File: src/rtl/systolic_sequencer.sv
// -----------------------------------------------------------------------------
// systolic_sequencer
//   Instruction-driven controller for a ROWS x ROWS systolic matrix-multiply
//   array. After ap_start it fetches instructions one at a time. Each non-zero
//   instruction x is the inner dimension of one multiply. For each multiply
//   the sequencer clears the PE accumulators, streams x+2*(ROWS-1) pre-skewed
//   columns from memA/memB, and writes the ROWS*ROWS results to output memory.
//   A run ends on a zero instruction or after the last instruction-memory
//   entry, and then ap_done pulses for one cycle.
//
// Ports
//   clk             rising-edge clock
//   rst             asynchronous, active-low reset
//   ap_start        start pulse, sampled only while idle
//   ap_done         one-cycle completion pulse
//   inst_rd         instruction memory read enable
//   inst_addr       instruction memory address
//   inst_data       instruction read data, valid one cycle after inst_rd
//   currInstruction latched instruction being executed
//   rd_en           memA/memB read enable, all lanes at column rd_col
//   rd_col          column address, lane data returns one cycle later
//   arr_clr         synchronous clear of all PE accumulators
//   arr_en          array shift/MAC enable, rd_en delayed by one cycle
//   res_idx         PE select for the result readout mux (row*ROWS+col)
//   out_we          output memory write enable
//   out_addr        output memory write address
//   busy            high in every state except IDLE
// -----------------------------------------------------------------------------
module systolic_sequencer #(
  parameter int ROWS       = 4,
  parameter int COL_W      = 8,
  parameter int INST_DEPTH = 8,
  parameter int INST_W     = 4,
  parameter int OADDR_W    = 7,
  localparam int IADDR_W   = $clog2(INST_DEPTH),
  localparam int RES_W     = $clog2(ROWS * ROWS)
) (
  input  logic               clk,
  input  logic               rst,
  input  logic               ap_start,
  output logic               ap_done,
  output logic               inst_rd,
  output logic [IADDR_W-1:0] inst_addr,
  input  logic [INST_W-1:0]  inst_data,
  output logic [INST_W-1:0]  currInstruction,
  output logic               rd_en,
  output logic [COL_W-1:0]   rd_col,
  output logic               arr_clr,
  output logic               arr_en,
  output logic [RES_W-1:0]   res_idx,
  output logic               out_we,
  output logic [OADDR_W-1:0] out_addr,
  output logic               busy
);

  localparam int RR    = ROWS * ROWS;
  localparam int K_W   = $clog2(INST_DEPTH + 1);
  // One counter serves both the column stream and the result readout.
  localparam int CNT_W = (COL_W > RES_W + 1) ? COL_W : RES_W + 1;

  typedef enum logic [3:0] {
    S_IDLE,
    S_FETCH,
    S_LOAD,
    S_CLEAR,
    S_STREAM,
    S_FLUSH,
    S_WRITE,
    S_NEXT,
    S_DONE
  } state_t;

  state_t             state, state_nxt;
  logic [K_W-1:0]     k;
  logic [COL_W-1:0]   base;
  logic [CNT_W-1:0]   cnt;
  logic [INST_W-1:0]  curr_inst;
  logic [COL_W-1:0]   seg;
  logic               stream_last;
  logic               write_last;
  logic               k_last;

  // Columns per instruction; computed at column-address width so the column
  // base wraps with rd_col.
  assign seg         = COL_W'(curr_inst) + COL_W'(2 * (ROWS - 1));
  assign stream_last = (COL_W'(cnt) == seg - 1'b1);
  assign write_last  = (cnt == CNT_W'(RR - 1));
  assign k_last      = (k == K_W'(INST_DEPTH - 1));

  assign busy            = (state != S_IDLE);
  assign currInstruction = curr_inst;

  // NOTE: sequential state uses non-blocking assignments so every register
  // samples the pre-edge value of every other register.
  always_ff @(posedge clk or negedge rst) begin
    if (!rst) state <= S_IDLE;
    else      state <= state_nxt;
  end

  // NOTE: every output and next-state value gets a default first, so no path
  // through the case statement can leave a latch behind.
  always_comb begin
    state_nxt = state;
    ap_done   = 1'b0;
    inst_rd   = 1'b0;
    inst_addr = '0;
    rd_en     = 1'b0;
    rd_col    = '0;
    arr_clr   = 1'b0;
    res_idx   = '0;
    out_we    = 1'b0;
    out_addr  = '0;
    case (state)
      S_IDLE: begin
        if (ap_start) state_nxt = S_FETCH;
      end
      S_FETCH: begin
        inst_rd   = 1'b1;
        inst_addr = IADDR_W'(k);
        state_nxt = S_LOAD;
      end
      S_LOAD: begin
        state_nxt = (inst_data == '0) ? S_DONE : S_CLEAR;
      end
      S_CLEAR: begin
        arr_clr   = 1'b1;
        state_nxt = S_STREAM;
      end
      S_STREAM: begin
        rd_en  = 1'b1;
        rd_col = base + COL_W'(cnt);
        if (stream_last) state_nxt = S_FLUSH;
      end
      S_FLUSH: begin
        // Data for the last column is in flight; arr_en covers it this cycle.
        state_nxt = S_WRITE;
      end
      S_WRITE: begin
        out_we   = 1'b1;
        res_idx  = RES_W'(cnt);
        out_addr = OADDR_W'(32'(k) * RR + 32'(cnt));
        if (write_last) state_nxt = S_NEXT;
      end
      S_NEXT: begin
        state_nxt = k_last ? S_DONE : S_FETCH;
      end
      S_DONE: begin
        // ap_start seen here is deliberately dropped; a new run starts in IDLE.
        ap_done   = 1'b1;
        state_nxt = S_IDLE;
      end
      default: state_nxt = S_IDLE;
    endcase
  end

  always_ff @(posedge clk or negedge rst) begin
    if (!rst) begin
      k         <= '0;
      base      <= '0;
      cnt       <= '0;
      curr_inst <= '0;
      arr_en    <= 1'b0;
    end else begin
      arr_en <= rd_en;
      case (state)
        S_IDLE: begin
          if (ap_start) begin
            k    <= '0;
            base <= '0;
          end
        end
        S_LOAD:   curr_inst <= inst_data;
        S_CLEAR:  cnt <= '0;
        // Reuse the counter for the readout: it restarts at 0 for WRITE.
        S_STREAM: cnt <= stream_last ? '0 : cnt + 1'b1;
        S_WRITE:  cnt <= cnt + 1'b1;
        S_NEXT: begin
          base <= base + seg;
          k    <= k + 1'b1;
        end
        default: ;
      endcase
    end
  end

endmodule
File: config.mk
export PLATFORM = sky130hd
export DESIGN_NAME = systolic_sequencer
export DESIGN_NICKNAME = d
export VERILOG_FILES = /design/src/rtl/systolic_sequencer.sv
export SDC_FILE = /design/constraint.sdc
export NUM_CORES = 1
export LEC_CHECK = 0
export CAP_MARGIN = 15
export CORE_ASPECT_RATIO = 1.1
export CORE_MARGIN = 3
export CORE_UTILIZATION = 58
export DETAILED_ROUTE_END_ITERATION = 6
export PLACE_DENSITY = 0.95
export SLEW_MARGIN = 15
export SYNTH_ARGS = -nofsm -noshare
export SYNTH_HDL_FRONTEND = slang
export SYNTH_SLANG_ARGS = --single-unit
File: constraint.sdc
create_clock -name clk -period 3.5 [get_ports clk]
set_input_delay 0.525 -clock clk [delete_from_list [all_inputs] [get_ports clk]]
set_output_delay 0.525 -clock clk [all_outputs]
set_load 0.005 [all_outputs]
==> impl_summary.md <==
Worst hold path
The tightest min-delay check is of the reg2reg type.

Drt
The final antenna-violating net count is 0. The detailed router finished its first iteration with 304 violations. The detail-routed via count per cell is 6.02.

The final layout contains routed wiring with a total length of between 5000 and 6000 µm. The via count is 2142. After detailed routing, the average wire length per cell comes to 16.0 µm.

The length of the first detailed-routing pass in iterations is 4. The remaining routing DRC violations is 0.

Status
The flow ran to the end, and the final reports show no timing, DRC or antenna violations.

CTS
The number of CTS-inserted buffers is 5. Once the clock tree was built, the setup fixing pass inserted 0 buffers. The number of H-tree levels is 2.

For the worst-skew pair, the clock arrives at the later sink with an insertion delay of 290 ps. TritonCTS built the clock tree. The count of instances resized after the clock tree is built is 0. The cts-stage hold buffer count is 0. After clock tree synthesis, the clock-pin slew on the worst setup and hold paths is 60 ps. The cell chosen for the clock root is sky130_fd_sc_hd__clkbuf_8. The buffer levels on the longest clock path is 2. The clock sink count is 29.

Placed design
At the end of routability-driven placement, the weighted congestion stood at 0.911. Summed over all nets, the half-perimeter wirelength after detailed placement is 4220 µm. The placed cell area is 0.00274 mm².

Input and output buffers added on the ports amount to 39.

Setup path
The sort of element at the end of the critical path is a primary output. The maximum net fanout on the critical path is 7. STA puts the critical path data required time at 2970 ps.

The startpoint-to-endpoint class of the critical path is reg2out. The worst setup path is launched from a register. At the worst endpoint, the arrival time is 2600 ps.

Global routing
The first global-routing pass estimated 9520 µm of wire. The global routing usage summed across all routing layers is 0.261. The largest net degree at the start of global routing is 30. The via count of the first global-routing pass is approximately 2100.

The initial antenna violation count is 0. Global routing finished with a remaining overflow of 0.

Cells and area
The register area is between 700 and 800 µm². Summing all multi-input logic gate instances after layout gives 0.00149 mm². After the last flow step, the layout net total stands at 332. The finished cells cover 0.00282 mm². The library cells used most frequently in the layout, excluding fill and tap cells, are sky130_fd_sc_hd__clkdlybuf4s50_1, sky130_fd_sc_hd__dfrtp_1, sky130_fd_sc_hd__nand2_1, sky130_fd_sc_hd__o21ai_0, sky130_fd_sc_hd__ha_1. The total inserted antenna cells is 0. The share of layout cells above drive strength 1 is 0.0588. After filler insertion, the fill cell instance count of the layout stands at roughly 270. The commonest non-fill, non-tap cell in the layout is sky130_fd_sc_hd__clkdlybuf4s50_1. The area added between synthesis and finish is 20.4%.

Floorplan
The horizontal die dimension is approximately 67 µm. The count of pins on the block boundary is 40. The effective utilization at floorplan is 0.621. The core box area is 0.00377 mm². The die height is 72.6 µm.

The die covers 0.00484 mm². The initialized floorplan defines 23 standard-cell rows.

Run
Max-cap violations in this run came to 0.

Timing
The maximum clock frequency is 320 MHz. The number of hold violations in the final report is 0. Between clock sinks in the finished design, the worst skew comes to 4.67 ps.

Setup repair after global routing left no endpoint under its margin. The relative max-transition margin is 0.395. For the pin with the worst max-slew slack, the measured transition is 900 ps. The total negative slack for setup checks is 0 ps.

The max-slew violation total from the final report came to 0. The final count of negative-setup-slack endpoints is 0. In the finished design, the share of the clock period the worst path needs comes to 0.893.

The routed design could run at a clock period as short as roughly 3100 ps.

Synth
Synthesis produced about 270 cells. The dominant register cell in the synthesized netlist is sky130_fd_sc_hd__dfrtp_1. Of the synthesized area, sequential elements account for 0.310. In this run, distinct cell masters in the synthesized netlist total 51. The cell area after synthesis is 0.00234 mm².

The number of warnings issued by yosys is 0. The post-synthesis area per instance is roughly 8.8 µm². By area the synthesized netlist is led by sky130_fd_sc_hd__dfrtp_1, sky130_fd_sc_hd__ha_1, sky130_fd_sc_hd__xnor2_1. The synthesized design contains 29 register bits. The share of the synthesized area in the top cell type is 0.310.

In the synthesized netlist the async set-or-reset flop fraction comes to 1.00. When the netlist entered floorplanning its net count stood at 294. The biggest area contributor in the post-synthesis netlist is sky130_fd_sc_hd__dfrtp_1. Counting flops with a built-in enable in the synthesized netlist gives 0.

Power
IR analysis of the VDD net gives a maximum drop of ~0.56 mV. The leakage power is 1.27 nW. For this design the ratio of total power to cell area is 793 mW/mm².
synth_stat cells, types with 5 or more instances:
library cell and number:
sky130_fd_sc_hd__a21oi_1 9, sky130_fd_sc_hd__and2_1 5, sky130_fd_sc_hd__and3_1 9, sky130_fd_sc_hd__dfrtp_1 29, sky130_fd_sc_hd__ha_1 17, sky130_fd_sc_hd__inv_1 13, sky130_fd_sc_hd__nand2_1 28, sky130_fd_sc_hd__nand2b_1 6
sky130_fd_sc_hd__nand3_1 11, sky130_fd_sc_hd__nor2_1 16, sky130_fd_sc_hd__nor3_1 16, sky130_fd_sc_hd__nor4_1 5, sky130_fd_sc_hd__o21ai_0 20, sky130_fd_sc_hd__xnor2_1 14, sky130_fd_sc_hd__xor2_1 7
report_power, final:
group          internal (mW)  leakage [nW]  switching (mW)
registers              0.442         0.383           0.204
logic                  0.625         0.844           0.695
clock network          0.137        0.0450           0.133
stage by stage:
step | hold WS, ps | utilization | setup slack (ps) | power [mW] | cells
after floorplan | 229 | - | 1240 | 1.54 | 267
after global placement | 496 | 0.726 | 719 | 1.89 | 348
after detailed placement | 505 | 0.726 | 674 | 1.94 | 348
after CTS | 520 | 0.747 | 368 | 2.22 | 356
after global routing | 550 | 0.747 | 193 | 2.42 | 356
final | 519 | 0.747 | 374 | 2.24 | 356
sequential cells by signal, indices dropped and copies added (netlist names):
name / cells
base: 8
cnt: 8
k: 4
currInstruction: 4
arr_en: 1
state: 4
metal layers:
| metal | vias up | share of wire | global-route usage | wire, µm |
|---|---|---|---|---|
| met5 | - | 0 | 0 | 0 |
| met4 | 0 | 0.029 | 0.142 | 165 |
| met1 | 1030 | 0.42 | 0.326 | 2370 |
| met3 | 14 | 0.062 | 0.0508 | 355 |
| met2 | 65 | 0.49 | 0.424 | 2800 |
| li1 | 1033 | - | - | - |
cell families after synthesis:
| family | Yosys count | share of synthesized area |
|---|---|---|
| simple gates | 113 | 0.256 |
| compound gates | 53 | 0.144 |
| flops | 29 | 0.310 |
| buf+inv | 24 | 0.0556 |
| xor+xnor | 23 | 0.0951 |
| fa+ha+maj | 21 | 0.121 |
| mux | 4 | 0.0182 |
worst max-delay path, cell delays in order (launching register included):
cell	delay (ps)
sky130_fd_sc_hd__dfrtp_1	450
sky130_fd_sc_hd__ha_1	250
sky130_fd_sc_hd__fa_1	410
sky130_fd_sc_hd__a21o_1	170
sky130_fd_sc_hd__a21oi_1	230
sky130_fd_sc_hd__o21bai_1	110
sky130_fd_sc_hd__mux2i_1	120
sky130_fd_sc_hd__nand3_1	70
sky130_fd_sc_hd__clkdlybuf4s50_1	500
worst paths after layout:
check	start	to	slack [ps]	cells past startpoint
setup / recovery	cnt[0]	rd_col[6]	370	8
hold / removal	base[7]	base[7]	520	1
setup reg to reg	currInstruction[1]	base[5]	980	9
hold reg to reg	base[7]	base[7]	520	1
max in group asynchronous	rst	currInstruction[3]	2590	2
min in group asynchronous	rst	cnt[5]	620	2
final cells by class:
type / count / share of cell area
timing repair buffer: 42 / 0.147
tap: 50 / 0.0222
clock buffer: 6 / 0.0258
clock inverter: 2 / 0.00355
multi-input combinational: 214 / 0.527
inverter: 13 / 0.0173
sequential: 29 / 0.258
Power figures use the tool's default switching activity.
